===== config.mk =====
export PLATFORM = sky130hd
export DESIGN_NAME = simplebus_target
export DESIGN_NICKNAME = d
export VERILOG_FILES = /design/src/rtl/simplebus_target.sv
export SDC_FILE = /design/constraint.sdc
export NUM_CORES = 1
export LEC_CHECK = 0
export ABC_AREA = 1
export BUFFER_PORTS_ARGS = -buffer_cell sky130_fd_sc_hd__buf_2
export CORE_MARGIN = 4
export CORE_UTILIZATION = 55
export DETAILED_ROUTE_END_ITERATION = 8
export GPL_TIMING_DRIVEN = 0
export PLACE_DENSITY = 0.81
export SYNTH_ARGS = -nofsm -noshare
export SYNTH_HDL_FRONTEND = slang
export SYNTH_SLANG_ARGS = --single-unit
export TNS_END_PERCENT = 30

===== constraint.sdc =====
create_clock -name wb_clk_i -period 9.3 [get_ports wb_clk_i]
set_input_delay 1.86 -clock wb_clk_i [delete_from_list [all_inputs] [get_ports wb_clk_i]]
set_output_delay 1.86 -clock wb_clk_i [all_outputs]
set_load 0.02 [all_outputs]

===== src/rtl/simplebus_target.sv =====
`default_nettype none
// ============================================================================
// simplebus_target : simplebus responder, one Wishbone master cycle per frame
// Rev 1.0
// ============================================================================
module simplebus_target #(
    parameter int TIMEOUT = 255
) (
    input  logic        wb_clk_i,
    input  logic        wb_rst_i,
    input  logic [7:0]  bus_in,
    input  logic        parity_in,
    output logic [7:0]  bus_out,
    output logic        parity_out,
    input  logic        irq_in,
    output logic        irq_out,
    output logic        wbm_cyc_o,
    output logic        wbm_stb_o,
    output logic        wbm_we_o,
    output logic [3:0]  wbm_sel_o,
    output logic [31:0] wbm_adr_o,
    output logic [31:0] wbm_dat_o,
    input  logic [31:0] wbm_dat_i,
    input  logic        wbm_ack_i,
    output logic        frame_err_o
);

    localparam logic [2:0] S_IDLE      = 3'd0;
    localparam logic [2:0] S_ADDR      = 3'd1;
    localparam logic [2:0] S_WDATA     = 3'd2;
    localparam logic [2:0] S_WB        = 3'd3;
    localparam logic [2:0] S_RESP_HDR  = 3'd4;
    localparam logic [2:0] S_RESP_DATA = 3'd5;

    localparam logic [15:0] TIMEOUT_LAST = 16'(TIMEOUT - 1);
    localparam logic [7:0]  HDR_OK       = 8'h80;
    localparam logic [7:0]  HDR_ERR      = 8'hC0;

    logic [2:0]  state;
    logic [2:0]  state_n;
    logic [1:0]  cnt;
    logic [15:0] wait_cnt;
    logic        cyc;
    logic        we;
    logic        err;
    logic [3:0]  sel;
    logic [31:0] adr;
    logic [31:0] dat;
    logic [31:0] rdat;
    logic        par_ok;
    logic        to_hdr_ok;
    logic        to_hdr_err;

    assign par_ok    = ((^bus_in) == parity_in);
    assign wbm_cyc_o = cyc;
    assign wbm_stb_o = cyc;
    assign wbm_we_o  = we;
    assign wbm_sel_o = sel;
    assign wbm_adr_o = adr;
    assign wbm_dat_o = dat;

    always_comb begin
        state_n    = state;
        to_hdr_ok  = 1'b0;
        to_hdr_err = 1'b0;
        case (state)
            S_IDLE: begin
                // Bytes without the start bit are idle fill, parity is not checked.
                if (bus_in[7]) begin
                    if (par_ok && (bus_in[5:4] == 2'b00)) begin
                        state_n = S_ADDR;
                    end else begin
                        to_hdr_err = 1'b1;
                    end
                end
            end
            S_ADDR: begin
                if (!par_ok) begin
                    to_hdr_err = 1'b1;
                end else if (cnt == 2'd3) begin
                    state_n = we ? S_WDATA : S_WB;
                end
            end
            S_WDATA: begin
                if (!par_ok) begin
                    to_hdr_err = 1'b1;
                end else if (cnt == 2'd3) begin
                    state_n = S_WB;
                end
            end
            S_WB: begin
                // An ack on the final allowed cycle still wins over the timeout.
                if (wbm_ack_i) begin
                    to_hdr_ok = 1'b1;
                end else if (wait_cnt == TIMEOUT_LAST) begin
                    to_hdr_err = 1'b1;
                end
            end
            S_RESP_HDR: begin
                state_n = (!err && !we) ? S_RESP_DATA : S_IDLE;
            end
            S_RESP_DATA: begin
                if (cnt == 2'd3) begin
                    state_n = S_IDLE;
                end
            end
            default: begin
                state_n = S_IDLE;
            end
        endcase
        if (to_hdr_ok || to_hdr_err) begin
            state_n = S_RESP_HDR;
        end
    end

    always_ff @(posedge wb_clk_i) begin
        if (wb_rst_i) begin
            state       <= S_IDLE;
            cnt         <= 2'd0;
            wait_cnt    <= 16'd0;
            cyc         <= 1'b0;
            we          <= 1'b0;
            err         <= 1'b0;
            sel         <= 4'd0;
            adr         <= 32'd0;
            dat         <= 32'd0;
            rdat        <= 32'd0;
            bus_out     <= 8'h00;
            parity_out  <= 1'b0;
            irq_out     <= 1'b0;
            frame_err_o <= 1'b0;
        end else begin
            state       <= state_n;
            irq_out     <= irq_in;
            bus_out     <= 8'h00;
            parity_out  <= 1'b0;
            frame_err_o <= 1'b0;

            if (to_hdr_err) begin
                err         <= 1'b1;
                bus_out     <= HDR_ERR;
                parity_out  <= ^HDR_ERR;
                frame_err_o <= 1'b1;
            end
            if (to_hdr_ok) begin
                err        <= 1'b0;
                bus_out    <= HDR_OK;
                parity_out <= ^HDR_OK;
            end

            if ((state_n == S_WB) && (state != S_WB)) begin
                cyc      <= 1'b1;
                wait_cnt <= 16'd0;
            end else if ((state == S_WB) && (state_n != S_WB)) begin
                cyc <= 1'b0;
            end else if (state == S_WB) begin
                wait_cnt <= wait_cnt + 16'd1;
            end

            case (state)
                S_IDLE: begin
                    if (state_n == S_ADDR) begin
                        we  <= bus_in[6];
                        sel <= bus_in[3:0];
                        cnt <= 2'd0;
                    end
                end
                S_ADDR: begin
                    // LSB-first bytes shift in from the top; cnt wraps to 0 for WDATA.
                    if (par_ok) begin
                        adr <= {bus_in, adr[31:8]};
                        cnt <= cnt + 2'd1;
                    end
                end
                S_WDATA: begin
                    if (par_ok) begin
                        dat <= {bus_in, dat[31:8]};
                        cnt <= cnt + 2'd1;
                    end
                end
                S_WB: begin
                    if (wbm_ack_i && !we) begin
                        rdat <= wbm_dat_i;
                    end
                end
                S_RESP_HDR: begin
                    if (state_n == S_RESP_DATA) begin
                        bus_out    <= rdat[7:0];
                        parity_out <= ^rdat[7:0];
                        rdat       <= rdat >> 8;
                        cnt        <= 2'd0;
                    end
                end
                S_RESP_DATA: begin
                    cnt <= cnt + 2'd1;
                    if (cnt != 2'd3) begin
                        bus_out    <= rdat[7:0];
                        parity_out <= ^rdat[7:0];
                        rdat       <= rdat >> 8;
                    end
                end
                default: begin
                end
            endcase
        end
    end

endmodule
`default_nettype wire

# After elaboration in Yosys (flattened, before gate mapping)
# Index checks and enable logic that the tools add are counted.
totals:
  wordCells: 99
  reg_bits: 135
  in_bits: 45
op_classes:
  reduce_logical: 24
  addsub: 2
  n_mux: 39
  n_bitwise: 1
  n_eq_ne: 19
op_table:
  columns: ["op", "count"]
  rows:
  - ["$mux W32", 3]
  - ["$pmux W32 S3", 1]
  - ["$mux W8", 4]
  - ["$mux W3", 9]
  - ["$pmux W3 S6", 1]
  - ["$add A16 B1 Y16 const B", 1]
  - ["$eq A16 B8 Y1 const B", 1]
  - ["$pmux W8 S2", 1]
  - ["$reduce_xor A8 Y1", 2]
  - ["$mux W1", 14]
  - ["$eq A3 B2 Y1 const B", 3]
  - ["$eq A3 B3 Y1 const B", 3]
  - ["$ne A2 B2 Y1 const B", 4]
  - ["$pmux W2 S4", 1]
  - ["$reduce_and A2 Y1", 4]
  - ["$reduce_and A4 Y1", 2]
  - ["$eq A3 B1 Y1 const B", 2]
  - ["$mux W2", 3]
  - ["$ne A3 B2 Y1 const B", 2]
  - ["$reduce_or A2 Y1", 3]
  - ["$logic_and A1 B1 Y1", 5]
  - ["$ne A2 B1 Y1 const B", 2]
  - ["$reduce_bool A4 Y1", 1]
  - ["$logic_not A3 Y1", 1]
  - ["11 further kinds", 12]

# Logic depth before layout (Yosys ltp)
logic_depth:
  depth_word: 12
  ltp_mapped: 25

# Worst setup path after synthesis
# OpenSTA, ideal clock, no wires.
synth_path:
  path_type: "input-to-reg"
  startpoint: "input port bus_in[4]"
  endpoint: "register wait_cnt[14]"
  stages: 23
  path_slack_ns: 4.691
  arrival_time_ns: 4.492
  cell_sequence: "inv_1 > ha_1 > xnor2_1 > nand2_1 > nand2_1 > nand2_2 > nand2_4 > nand2_1 > nand2_1 > nand2_1 > nand2_2 > nand2_1 > nor2_1 > ha_1 > buf_2 > inv_1 > nor2_2 > inv_2 > nor2_2 > nand2_1 > or4_1 > o21ai_1 > a21oi_1"
synth_between:
  elab_chain_len: 12
  elab_cells_between_ends: 22
  classes_between: "3 x eq/ne; 10 x mux; 1 x bitwise; 8 x reduce/logical"
synth_rtl:
  columns: ["item", "line_no", "source"]
  rows:
  - ["start: declaration", "11", "input logic [7:0] bus_in,"]
  - ["$reduce_xor A8 Y1", "54", "assign par_ok = ((^bus_in) == parity_in);"]
  - ["$eq A1 B1 Y1", "54", null]
  - ["$logic_and A1 B1 Y1", "70", "if (par_ok && (bus_in[5:4] == 2'b00)) begin"]
  - ["$mux W1", "70", null]
  - ["$mux W1", "69", "if (bus_in[7]) begin"]
  - ["$pmux W1 S3", "66", "case (state)"]
  - ["$logic_or A1 B1 Y1", "111", "if (to_hdr_ok || to_hdr_err) begin"]
  - ["$mux W3 (*)", "111", null]
  - ["$ne A3 B2 Y1", "154", "end else if ((state == S_WB) && (state_n != S_WB)) begin"]
  - ["$logic_and A1 B1 Y1", "154", null]
  - ["$not A1 Y1 (no line)", null, null]
  - ["$reduce_and A2 Y1 (no line)", null, null]
  - ["end signal: assignment", "157", "wait_cnt <= wait_cnt + 16'd1;"]
  - ["end: declaration", "42", "logic [15:0] wait_cnt;"]
# Every way passes the cells marked *; elsewhere a longest branch is shown, timed or not.
# A chain may end at the register's enable or synchronous reset.

# Final worst setup path
# Ends and elaborated chain as after synthesis.

==> run_results.csv <==
group,metric,value,unit
cts,ctsHoldBuffers,0,
worst_hold_path,hp-class,"register to register",
setup_path,cp_top_family,"simple AND/OR/NAND/NOR gates",
timing,period_minus_slack,4660,ps
route,wire_per_inst,14.1,um
setup_path,reg2reg_to,"wait_cnt[14]",
grt,grt_pass1_vias,5076,
route,dr.first_iter.drc_count,403,
synthesis,ys_ff_latch,135,
synthesis,netlist_top_cells_area,"dfxtp_1 47%, a21oi_1 9.7%, nand2_1 9.5%, nand3_1 7.8%, nor2_1 3.1%",
setup_path,path_class,"primary input to register",
setup_path,endpoint_kind,"register",
setup_path,reg2regPathDepth,16,
cts,cts_resized,0,
setup_path,crit_arrival,5070,ps
timing,skew,8.48,ps
route,drc,0,
cts,cts_root_buffer,"clkbuf_8",
final_layout,fillCellCount,896,
timing,hold_slack,451,ps
route,vias,5596,
cts,clkTransAtPathRegs,60,ps
synthesis,yosys_warnings,0,
timing,tightest_slew,609,ps
synthesis,postSynthAreaPerCell,7.64,um2
worst_hold_path,whs_endpoint,"rdat[19]",
setup_path,path_cells,"buf_2 -> inv_1 -> ha_1 -> xnor2_1 -> nand2_1 -> nand2_1 -> nand2_2 -> nand2_4 -> nand2_1 -> nand2_1 -> nand2_1 -> nand2_2 -> nand2_1 -> nor2_1 -> ha_1 -> buf_2 -> inv_1 -> nor2_2 -> inv_2 -> nor2_2 -> nand2_1 -> or4_1 -> o21ai_1 -> a21oi_1",
floorplan,start_util,56.2,%
synthesis,synth_edf_count,0,
synthesis,synth_cells,752,
power_and_ir_drop,power_density,212,mW/mm2
floorplan,core-area,0.0102,mm2
worst_hold_path,holdPathStages,2,
cts,clk_latency,530,ps
synthesis,synth_area,0.00575,mm2
cts,cts-buffers-inserted,17,
grt,antenna_found_initial,0,
timing,fin_ws,4640,ps
timing,slew_violations,0,
grt,grt_max_degree,17,
setup_path,regToRegSetupSlack,5990,ps
setup_path,reg2reg_from,"state[2]",
grt,grt_pass1_wl,23600,um
place,place_congestion,0.861,
cts,clock-sinks,135,
synthesis,ys.flop_type,"dfxtp_1",
grt,grt_use_total,24.8,%
place,post-place-ws,4160,ps
flow_run,cap_violations,0,
floorplan,die_h,110,um
timing,setup_tns,0,ps
power_and_ir_drop,power,1510,uW
timing,relSlewSlack,59.4,%
final_layout,drive_above_1_share,23.9,%
setup_path,cp-start-kind,"primary input",
setup_path,crit_buf_inv,5,
setup_path,cp.required,9720,ps
synthesis,yosys.area.top_type_share,47.0,%
cts,cts_tree,"yes",
timing,setup_viol_count_final,0,
cts,cts_setup_buffers,0,
setup_path,crit_path_top_delay_cell,"or4_1",
synthesis,ys_types,36,
final_layout,diodes,0,
synthesis,yosysTopAreaCell,"dfxtp_1",
place,port_buffers,125,
grt,grt-ovfl-total,0,
floorplan,rows,37,
floorplan,ios,127,
setup_path,crit_top_cell,"nand2_1",
synthesis,synthesis.nets,803,
setup_path,critPathMaxStageDelay,430,ps
route,routed_wl,14700,um
setup_path,cp.depth,24,
cts,htreeDepth,4,
outcome,status,"finished clean",
synthesis,synth_most_common_cell,"nand2_1",
worst_hold_path,hp-start,"rdat[19]",
place,dp.final_hpwl,10300,um
setup_path,critPathMaxFanout,9,
synthesis,synthArstFlopShare,0,%
floorplan,dieArea,0.0121,mm2
floorplan,dieWidth,110,um
final_layout,fin_nets,947,
final_layout,final_cells,1045,
route,dr.pass1.iters,4,
timing,fin_crit_sh,50.1,%
place,dp_cells,1013,
route,ant_nets,0,
route,post_drt_via_cell_ratio,5.36,
power_and_ir_drop,power_leakage,0.00309,uW
timing,fmax,0.215,GHz
synthesis,synthTopCellsByCount,"145 x nand2_1, 135 x dfxtp_1, 111 x a21oi_1",
final_layout,syn2layout_area_growth,24.0,%
cts,clk_path_buf_depth,2,
power_and_ir_drop,vdd_ir_drop_max,0.0986,mV
synthesis,ys_seq_area_share,47.0,%
timing,rsz0062_at_grt,"false",
timing,finalHoldViolCount,0,
[metal layers]
layer,part of all wire [%],GRT usage [%]
met1,43,31.6
met2,48,40.6
met3,7.4,5.88
met4,2.1,9.76
met5,0,0
[worst max-delay path by stage]
stage	startpoint	endpoint	slack [ps]
floorplan	bus_in[4]	wait_cnt[14]	4690
global placement	bus_in[4]	wait_cnt[14]	4220
detailed placement	bus_in[4]	wait_cnt[14]	4160
CTS	bus_in[4]	wait_cnt[14]	4670
global route	bus_in[4]	wait_cnt[14]	4420
finish	bus_in[4]	wait_cnt[14]	4640
[worst min-delay path: stages (launching register included)]
cell     delay (ps)
dfxtp_1         300
inv_1            60
a21oi_1          50
[cells in the final DEF (no fill, tap or decap), drive strengths merged, types with 2 or more instances in the layout]
| cell | netlist | layout |
|---|---|---|
| ha | 6 | 6 |
| nor3 | 9 | 9 |
| xor2 | 3 | 3 |
| xnor2 | 6 | 6 |
| clkinv | 2 | 5 |
| nand3 | 91 | 91 |
| nand4 | 3 | 3 |
| a21oi | 111 | 111 |
| a211oi | 2 | 2 |
| mux2i | 13 | 13 |
| a31oi | 10 | 10 |
| nand2 | 156 | 156 |
| clkbuf | 23 | 43 |
| bufinv | 0 | 2 |
| o21ai | 37 | 37 |
| dfxtp | 135 | 135 |
| o21a | 4 | 4 |
| inv | 52 | 56 |
| clkinvlp | 0 | 3 |
| nor2 | 59 | 59 |
| buf | 25 | 150 |
[power breakdown]
part | internal (uW) | leakage [uW] | switching, uW | total (uW)
Sequential | 610 | 0.00109 | 19.5 | 629
Combinational | 80.9 | 0.00171 | 144 | 224
Clock | 399 | 0.000279 | 259 | 658
[through the flow]
| stage | cell area, um2 | util [%] |
|---|---|---|
| 2_1_floorplan | 5750 | - |
| 3_3_place_gp | 6540 | 63.9 |
| 3_5_place_dp | 6540 | 63.9 |
| 4_1_cts | 7130 | 69.7 |
| 5_1_grt | 7130 | 69.7 |
| 6_report | 7130 | 69.7 |
[kinds of logic (layout without fill, tap and decap cells)]
logic type | after synthesis | after routing | synth area share [%]
simple gates | 320 | 320 | 25.1
compound gates | 167 | 167 | 15.3
flops | 135 | 135 | 47.0
buf+inv | 102 | 259 | 7.62
mux | 13 | 13 | 2.26
xor+xnor | 9 | 9 | 1.37
fa+ha+maj | 6 | 6 | 1.31
[sequential cells by signal (all words and copies together) (netlist names)]
name         count
rdat            32
wbm_adr_o       32
wbm_dat_o       32
wait_cnt        16
bus_out          8
wbm_sel_o        4
state            3
cnt              2
err              1
frame_err_o      1
irq_out          1
parity_out       1
wbm_cyc_o        1
wbm_we_o         1
[area by class of cell]
type / count / area [um2] / share of cell area, %
clock buffer: 20 / 445 / 6.25
tap: 136 / 170 / 2.39
sequential: 135 / 2700 / 37.9
timing repair buffer: 125 / 626 / 8.78
inverter: 54 / 204 / 2.86
multi-input combinational: 515 / 2610 / 36.6
clock inverter: 12 / 140 / 1.97
buffer: 48 / 234 / 3.28
(Power assumes the default switching activity.)
